## src/rtl/mult_div_unit.sv

```systemverilog
// Iterative signed 32x32 multiplier (shift-add) and 32/32 restoring divider
// for the multi-cycle MIPS datapath; results feed HI/LO and the MUL write-back.
module mult_div_unit (
    input  logic        CLK,
    input  logic        RST,
    input  logic        mult_start,
    input  logic        div_start,
    input  logic [31:0] op_a,
    input  logic [31:0] op_b,
    output logic [31:0] hi_result,
    output logic [31:0] lo_result,
    output logic        mult_div_done,
    output logic        busy,
    output logic        div_by_zero
);

    typedef enum logic [2:0] {IDLE, LOAD, RUN, FIX, DONE} state_t;

    state_t      state;
    logic        is_div;
    logic        neg_res;
    logic        neg_rem;
    logic [31:0] mag_a;
    logic [31:0] mag_b;
    logic [5:0]  iter_cnt;
    logic [63:0] prod;
    logic [31:0] rem;
    logic [31:0] quo;

    logic [31:0] abs_a;
    logic [31:0] abs_b;
    logic [32:0] mul_sum;
    logic [32:0] div_shift;
    logic [32:0] div_diff;
    logic [63:0] prod_fix;
    logic [31:0] quo_fix;
    logic [31:0] rem_fix;

    // Multiply keeps {partial product, remaining multiplier bits} in one 64-bit
    // register; divide shifts dividend bits out of quo as quotient bits shift in.
    always_comb begin
        abs_a     = op_a[31] ? (~op_a + 32'd1) : op_a;
        abs_b     = op_b[31] ? (~op_b + 32'd1) : op_b;
        mul_sum   = {1'b0, prod[63:32]} + (prod[0] ? {1'b0, mag_a} : 33'd0);
        div_shift = {rem, quo[31]};
        div_diff  = div_shift - {1'b0, mag_b};
        prod_fix  = neg_res ? (~prod + 64'd1) : prod;
        quo_fix   = neg_res ? (~quo + 32'd1) : quo;
        rem_fix   = neg_rem ? (~rem + 32'd1) : rem;
    end

    assign busy          = (state != IDLE);
    assign mult_div_done = (state == DONE);

    always_ff @(posedge CLK or negedge RST) begin
        if (!RST) begin
            state       <= IDLE;
            is_div      <= 1'b0;
            neg_res     <= 1'b0;
            neg_rem     <= 1'b0;
            mag_a       <= 32'd0;
            mag_b       <= 32'd0;
            iter_cnt    <= 6'd0;
            prod        <= 64'd0;
            rem         <= 32'd0;
            quo         <= 32'd0;
            hi_result   <= 32'd0;
            lo_result   <= 32'd0;
            div_by_zero <= 1'b0;
        end else begin
            case (state)
                IDLE: begin
                    if (mult_start || div_start) begin
                        is_div      <= !mult_start;
                        div_by_zero <= 1'b0;
                        state       <= LOAD;
                    end
                end

                // Operands come from the A/B registers, valid one cycle after decode.
                LOAD: begin
                    mag_a    <= abs_a;
                    mag_b    <= abs_b;
                    neg_res  <= op_a[31] ^ op_b[31];
                    neg_rem  <= op_a[31];
                    iter_cnt <= 6'd0;
                    prod     <= {32'd0, abs_b};
                    rem      <= 32'd0;
                    quo      <= abs_a;
                    if (is_div && (op_b == 32'd0)) begin
                        div_by_zero <= 1'b1;
                        hi_result   <= op_a;
                        lo_result   <= 32'hFFFF_FFFF;
                        state       <= DONE;
                    end else begin
                        state <= RUN;
                    end
                end

                RUN: begin
                    if (is_div) begin
                        if (!div_diff[32]) begin
                            rem <= div_diff[31:0];
                            quo <= {quo[30:0], 1'b1};
                        end else begin
                            rem <= div_shift[31:0];
                            quo <= {quo[30:0], 1'b0};
                        end
                    end else begin
                        prod <= {mul_sum, prod[31:1]};
                    end
                    iter_cnt <= iter_cnt + 6'd1;
                    if (iter_cnt == 6'd31) begin
                        state <= FIX;
                    end
                end

                // Remainder follows the dividend's sign, quotient/product the XOR.
                FIX: begin
                    if (is_div) begin
                        hi_result <= rem_fix;
                        lo_result <= quo_fix;
                    end else begin
                        hi_result <= prod_fix[63:32];
                        lo_result <= prod_fix[31:0];
                    end
                    state <= DONE;
                end

                DONE: begin
                    state <= IDLE;
                end

                default: begin
                    state <= IDLE;
                end
            endcase
        end
    end

endmodule

```

## config.mk

```make
export PLATFORM = sky130hd
export DESIGN_NAME = mult_div_unit
export DESIGN_NICKNAME = d
export VERILOG_FILES = /design/src/rtl/mult_div_unit.sv
export SDC_FILE = /design/constraint.sdc
export NUM_CORES = 1
export LEC_CHECK = 0
export BUFFER_PORTS_ARGS = -buffer_cell sky130_fd_sc_hd__buf_4
export CELL_PAD_IN_SITES_DETAIL_PLACEMENT = 0
export CELL_PAD_IN_SITES_GLOBAL_PLACEMENT = 2
export CORE_MARGIN = 4
export CORE_UTILIZATION = 35
export DETAILED_ROUTE_END_ITERATION = 8
export PLACE_DENSITY = 0.75
export SYNTH_ARGS = -nofsm -noshare
export SYNTH_HDL_FRONTEND = slang
export SYNTH_SLANG_ARGS = --single-unit
export TNS_END_PERCENT = 50
```

## constraint.sdc

```tcl
create_clock -name CLK -period 4.62 [get_ports CLK]
set_input_delay 0.231 -clock CLK [delete_from_list [all_inputs] [get_ports CLK]]
set_output_delay 0.231 -clock CLK [all_outputs]
set_load 0.01 [all_outputs]
```

# Word-level counts from Yosys, hierarchy flattened
# Cells that the tools add are included.
[totals]
register_bits = 269
inputBits = 68
[op_classes]
bitwise = 6
reduce_logical = 15
eq_ne = 10
mux = 28
addsub = 8
[ops]
columns = ["cell", "n"]
rows = [
  ["32-bit 2-to-1 mux", 12],
  ["32-bit case mux with 2 select lines", 4],
  ["32-bit by 1-bit adder with 32-bit output, second input constant", 4],
  ["64-bit 2-to-1 mux", 2],
  ["32-bit inverter", 4],
  ["64-bit case mux with 2 select lines", 1],
  ["64-bit by 1-bit adder with 64-bit output, second input constant", 1],
  ["64-bit inverter", 1],
  ["32-bit by 32-bit adder with 33-bit output", 1],
  ["33-bit by 32-bit subtractor with 33-bit output", 1],
  ["32-bit zero test", 1],
  ["3-bit case mux with 4 select lines", 1],
  ["6-bit case mux with 2 select lines", 1],
  ["2-bit != test, second input constant", 5],
  ["2-bit AND reduction", 5],
  ["3-bit 2-to-1 mux", 3],
  ["6-bit by 1-bit adder with 6-bit output, second input constant", 1],
  ["3-bit by 2-bit == test with 1-bit output, second input constant", 2],
  ["6-bit by 5-bit == test with 1-bit output, second input constant", 1],
  ["2-bit nonzero test", 3],
  ["3-bit by 1-bit == test with 1-bit output, second input constant", 1],
  ["3-bit == test, second input constant", 1],
  ["3-bit zero test", 1],
  ["1-bit 2-to-1 mux", 3],
  ["other kinds (7)", 7],
]

# Logic depth before layout (Yosys ltp)
[logic_depth]
depth_word = 5
depth_mapped = 14
depth_no_buf = 13

# Least setup slack after synthesis
# OpenSTA, ideal clock, no wires.
[synth_timing]
path_kind = "reg2reg"
start = "register prod[0]"
end = "register prod[60]"
setup_slack_ns = 1.417
setup_time_ns = 0.124
stages_incl_launch_ff = 14
arrival_time_ns = 3.079
t_required_ns = 4.496
path_cell_list = "dfrtp_1 -> clkbuf_1 -> clkbuf_1 -> nand2_1 -> inv_1 -> ha_1 -> a21o_1 -> a21oi_1 -> o21ai_0 -> a31oi_1 -> o2111ai_1 -> a41o_1 -> a221o_1 -> a211o_1"
[synth_between]
elab_chain_cells = 4
[synth_lines]
columns = ["element", "line_no", "rtl"]
rows = [
  ["start, declared", "26", "logic [63:0] prod;"],
  ["start signal, assigned", "87", "prod <= {32'd0, abs_b};"],
  ["start signal, assigned", "110", "prod <= {mul_sum, prod[31:1]};"],
  ["32-bit 2-to-1 mux", "44", "mul_sum = {1'b0, prod[63:32]} + (prod[0] ? {1'b0, mag_a} : 33'd0);"],
  ["32-bit by 32-bit adder with 33-bit output", "44", ""],
  ["64-bit 2-to-1 mux", "101", "if (is_div) begin"],
  ["64-bit case mux with 2 select lines", "71", "case (state)"],
]
# No other way between the ends. The select of a mux whose other input is x is not followed.
# A chain may end at the register's enable or synchronous reset.

# Final worst setup path
[layout_timing]
start = "register prod[0]"
end = "register prod[58]"
# The elaborated chain is that of the path after synthesis.

==> metrics.md <==
| Metric | Value |
|---|---|
| Post-DRT Antenna Nets | 0 |
| TritonRoute pass-1 iters | 5 |
| Mux contribution to synthesized area | 1.52% |
| Final setup vio count | 0 |
| Synth top area cells | dfrtp_1 36%, o21ai_0 7.8%, xor2_1 6.0% |
| Area Overhead vs Synth | 15.5% |
| Largest family of logic cells by synthesized area | compound AO/OA/AOI/OAI gates |
| Share of cells above drive strength 1 | 10.8% |
| Residual DRC | 0 |
| N_diodes | 0 |
| First-pass GRT wire length | 104,000 µm |
| Least-Margin Pin Slew | 1.14 ns |
| Post-synth cell types | 80 |
| FMAX | 281 MHz |
| Core Rows | 84 |
| Hold WC Path Type | in -> reg |
| Die width | 240 µm |
| CTS root buf | clkbuf_16 |
| CTS tree | built |
| Adder-Cell Fraction of Synth Area | 4.88% |
| Detail Placement HPWL | 52,000 µm |
| GRT Overall Usage | 23.4% |
| Period utilization | 77.0% |
| Hold_ws | 0.0674 ns |
| Multi-input logic area | 0.0113 mm² |
| Syn Area/Cell | 8.24 µm² |
| CP required | 5.02 ns |
| Storage cell area | 0.00673 mm² |
| Ys flop type | dfrtp_1 |
| Sequential area share after synthesis | 35.8% |
| Pleak | 9.21 nW |
| Synthesized netlist cell count | 2,278 |
| Status | finished clean |
| 1st-iter DRT viols | 1,248 |
| Largest net degree at the start of global routing | 134 |
| Filler Cell Count | 5,381 |
| FFs w/ async S/R, synth | 100% |
| CP Launch Type | flop |
| VDD IR max | 0.448 mV |
| Routed WL | 68,800 µm |
| Sink count of the clock tree | 269 |
| Synth Area in Simple Gates | 19.0% |
| Area after DPL | 0.0204 mm² |
| Fin. max-slew vios | 0 |
| Max cap viols | 0 |
| # IOs | 135 |
| CTS clock-pin slew for the worst setup and hold paths | 0.06 ns |
| Yosys top cell by area | dfrtp_1 |
| Power density over cell area | 776 mW/mm² |
| Arrival time worst endpoint | 3.96 ns |
| Clock period minus worst slack | 3.56 ns |
| Clk Latency, worst-skew pair | 0.55 ns |
| Core area | 0.0529 mm² |
| Xor and xnor area share after synthesis | 11.0% |
| Via/cell ratio | 5.64 |
| Grt ovf | 0 |
| Post-synth net total | 2,418 |
| Fin Setup TNS | 0 ns |
| Worst setup path class | reg -> reg |
| Yosys top cell area share | 35.8% |
| Starting Density | 35.5% |
| DR vias | 17,300 |
| CTS buffer count | 37 |
| # port buffers | 134 |
| Post-Route Skew | 0.0175 ns |
| CTS Buffer Depth | 3 |
| Die area | 0.0574 mm² |
| WL per Instance | 22.4 µm |
| Design area | 0.0217 mm² |
| RD Place Congestion | 0.872 |
| Cell area after synthesis | 0.0188 mm² |
| Final Hold Fails | 0 |
| Slew HR | 23.9% |
| Initial antenna violation count | 1 |
| Worst Path Max Fanout | 31 |
| Util after Layout | 41.0% |
| Post-CTS resize count | 0 |
| H-tree depth | 2 |
| Number of global-route vias before repair | 16,900 |
| Post-synth EDFFs | 0 |
| CP Capture Type | flop |
| Nets | 2,494 |
| RSZ-0062 raised after global routing | no |
| Compound-gate portion of the synthesized area | 23.9% |
| Die H | 240 µm |
| YS warnings | 0 |
| Synth Register Bits | 269 |
[worst max-delay path: stages (launching register included)]
cell and delay [ns]:
dfrtp_1 0.45, buf_4 0.31, nand2_1 0.15, inv_1 0.09, ha_1 0.22, a21o_1 0.18
a21oi_1 0.26, o21ai_0 0.22, a31oi_1 0.21, buf_4 0.17, o2111ai_1 0.18, a41o_1 0.31
a221o_1 0.38, xnor2_1 0.17, o21ai_0 0.10
[metrics by stage]
step / total power (W) / setup WS [ns] / cells
after global routing: 0.0182 / 0.771 / 3067
after global placement: 0.0137 / 0.980 / 3000
after floorplan: 0.0108 / 1.42 / 2278
after detailed placement: 0.0139 / 0.829 / 3000
final: 0.0168 / 1.06 / 3067
after CTS: 0.0169 / 1.06 / 3067
[cell families after synthesis]
logic type,after synthesis
compound gates,743
simple gates,742
buf+inv,191
xor+xnor,234
fa+ha+maj,72
mux,27
flops,269
[area by class of cell]
type	instances	area share, %
timing repair buffer	163	5.88
clock inverter	10	0.710
clock buffer	54	4.94
multi-input combinational	1818	52.3
tap	688	3.97
sequential	269	31.0
inverter	65	1.12
[report_power, final]
| group | internal, W | switching (W) |
|---|---|---|
| clock network | 0.00183 | 0.00114 |
| logic | 0.00358 | 0.00546 |
| registers | 0.00341 | 0.00142 |
| total | 0.00881 | 0.00802 |
[registers in the layout, indices dropped and copies added (netlist names), 6 cells and up]
signal,flops
lo_result,32
rem,32
mag_a,32
iter_cnt,6
quo,32
prod,64
hi_result,32
mag_b,32
[placed cells by master, fill, tap and decap left out, types with 6 or more instances in the layout]
cell,netlist,routed
nor2_1,159,158
nand3b_1,6,6
nand4_1,13,13
clkbuf_1,107,11
buf_4,2,156
ha_1,70,70
nand2b_1,19,18
nand2_1,292,290
o21a_1,11,11
or4_1,19,19
nor2b_1,12,12
o31ai_1,55,55
dfrtp_1,269,267
o41ai_1,22,22
nor3_1,28,28
o21bai_1,9,9
or2_2,7,7
xnor2_1,104,104
o22ai_1,14,14
o21ai_0,294,294
nor4_1,10,10
nand3_1,54,54
mux2i_1,24,24
a211oi_1,10,10
clkbuf_16,0,39
and2_1,38,38
a21o_1,28,28
xor2_1,129,129
o22a_1,10,10
a31oi_1,19,19
inv_1,64,63
o221ai_1,19,19
o211ai_1,11,11
or3_1,54,54
a21oi_1,190,190
[cell usage after synthesis, drive strengths merged (5+ instances only)]
library cell,count
a211oi,10
o221ai,19
nand3,55
nor3,28
dfrtp,269
o21ai,298
a32oi,5
a21oi,190
nor4,12
xor2,129
clkbuf,107
and2,38
xnor2,105
o211ai,11
o21a,11
a221oi,5
nor2b,12
a31oi,19
o41ai,24
a21boi,5
nand2,292
o21bai,9
o22ai,14
buf,19
o22a,10
ha,70
mux2i,24
or4,23
or3,56
or2,11
nand2b,19
o31ai,58
and3,5
nor2,160
nand4,13
inv,64
a21o,28
nand3b,8
[metal layers]
metal / GRT usage [%] / up-vias / part of all wire, %
li1: - / 8297 / -
met1: 33.0 / 8504 / 47
met2: 37.6 / 416 / 46
met3: 3.51 / 91 / 4.9
met4: 6.54 / 2 / 2.6
met5: 0 / - / 0.016
[worst paths after layout]
| kind | cells past startpoint | slack (ns) | to | startpoint |
|---|---|---|---|---|
| worst max-delay path | 14 | 1.06 | prod[58]$_DFFE_PN0P_ | prod[0]$_DFFE_PN0P_ |
| worst min-delay path | 3 | 0.07 | mag_a[0]$_DFFE_PN0P_ | op_a[0] |
| worst max register to register | 14 | 1.06 | prod[58]$_DFFE_PN0P_ | prod[0]$_DFFE_PN0P_ |
| worst min register to register | 2 | 0.47 | mag_a[6]$_DFFE_PN0P_ | mag_a[6]$_DFFE_PN0P_ |
| max in group asynchronous | 3 | 3.30 | mag_a[11]$_DFFE_PN0P_ | RST |
| min in group asynchronous | 2 | 0.20 | rem[16]$_DFFE_PN0P_ | RST |
[timing repair]
action | 4_1_cts | 5_1_grt
hold buffers | 3 | 0
hold endpoints to repair | 40 | 0
buffers inserted | 0 | 0
endpoints found under the setup margin | 0 | 0
Power figures use the tool's default switching activity.
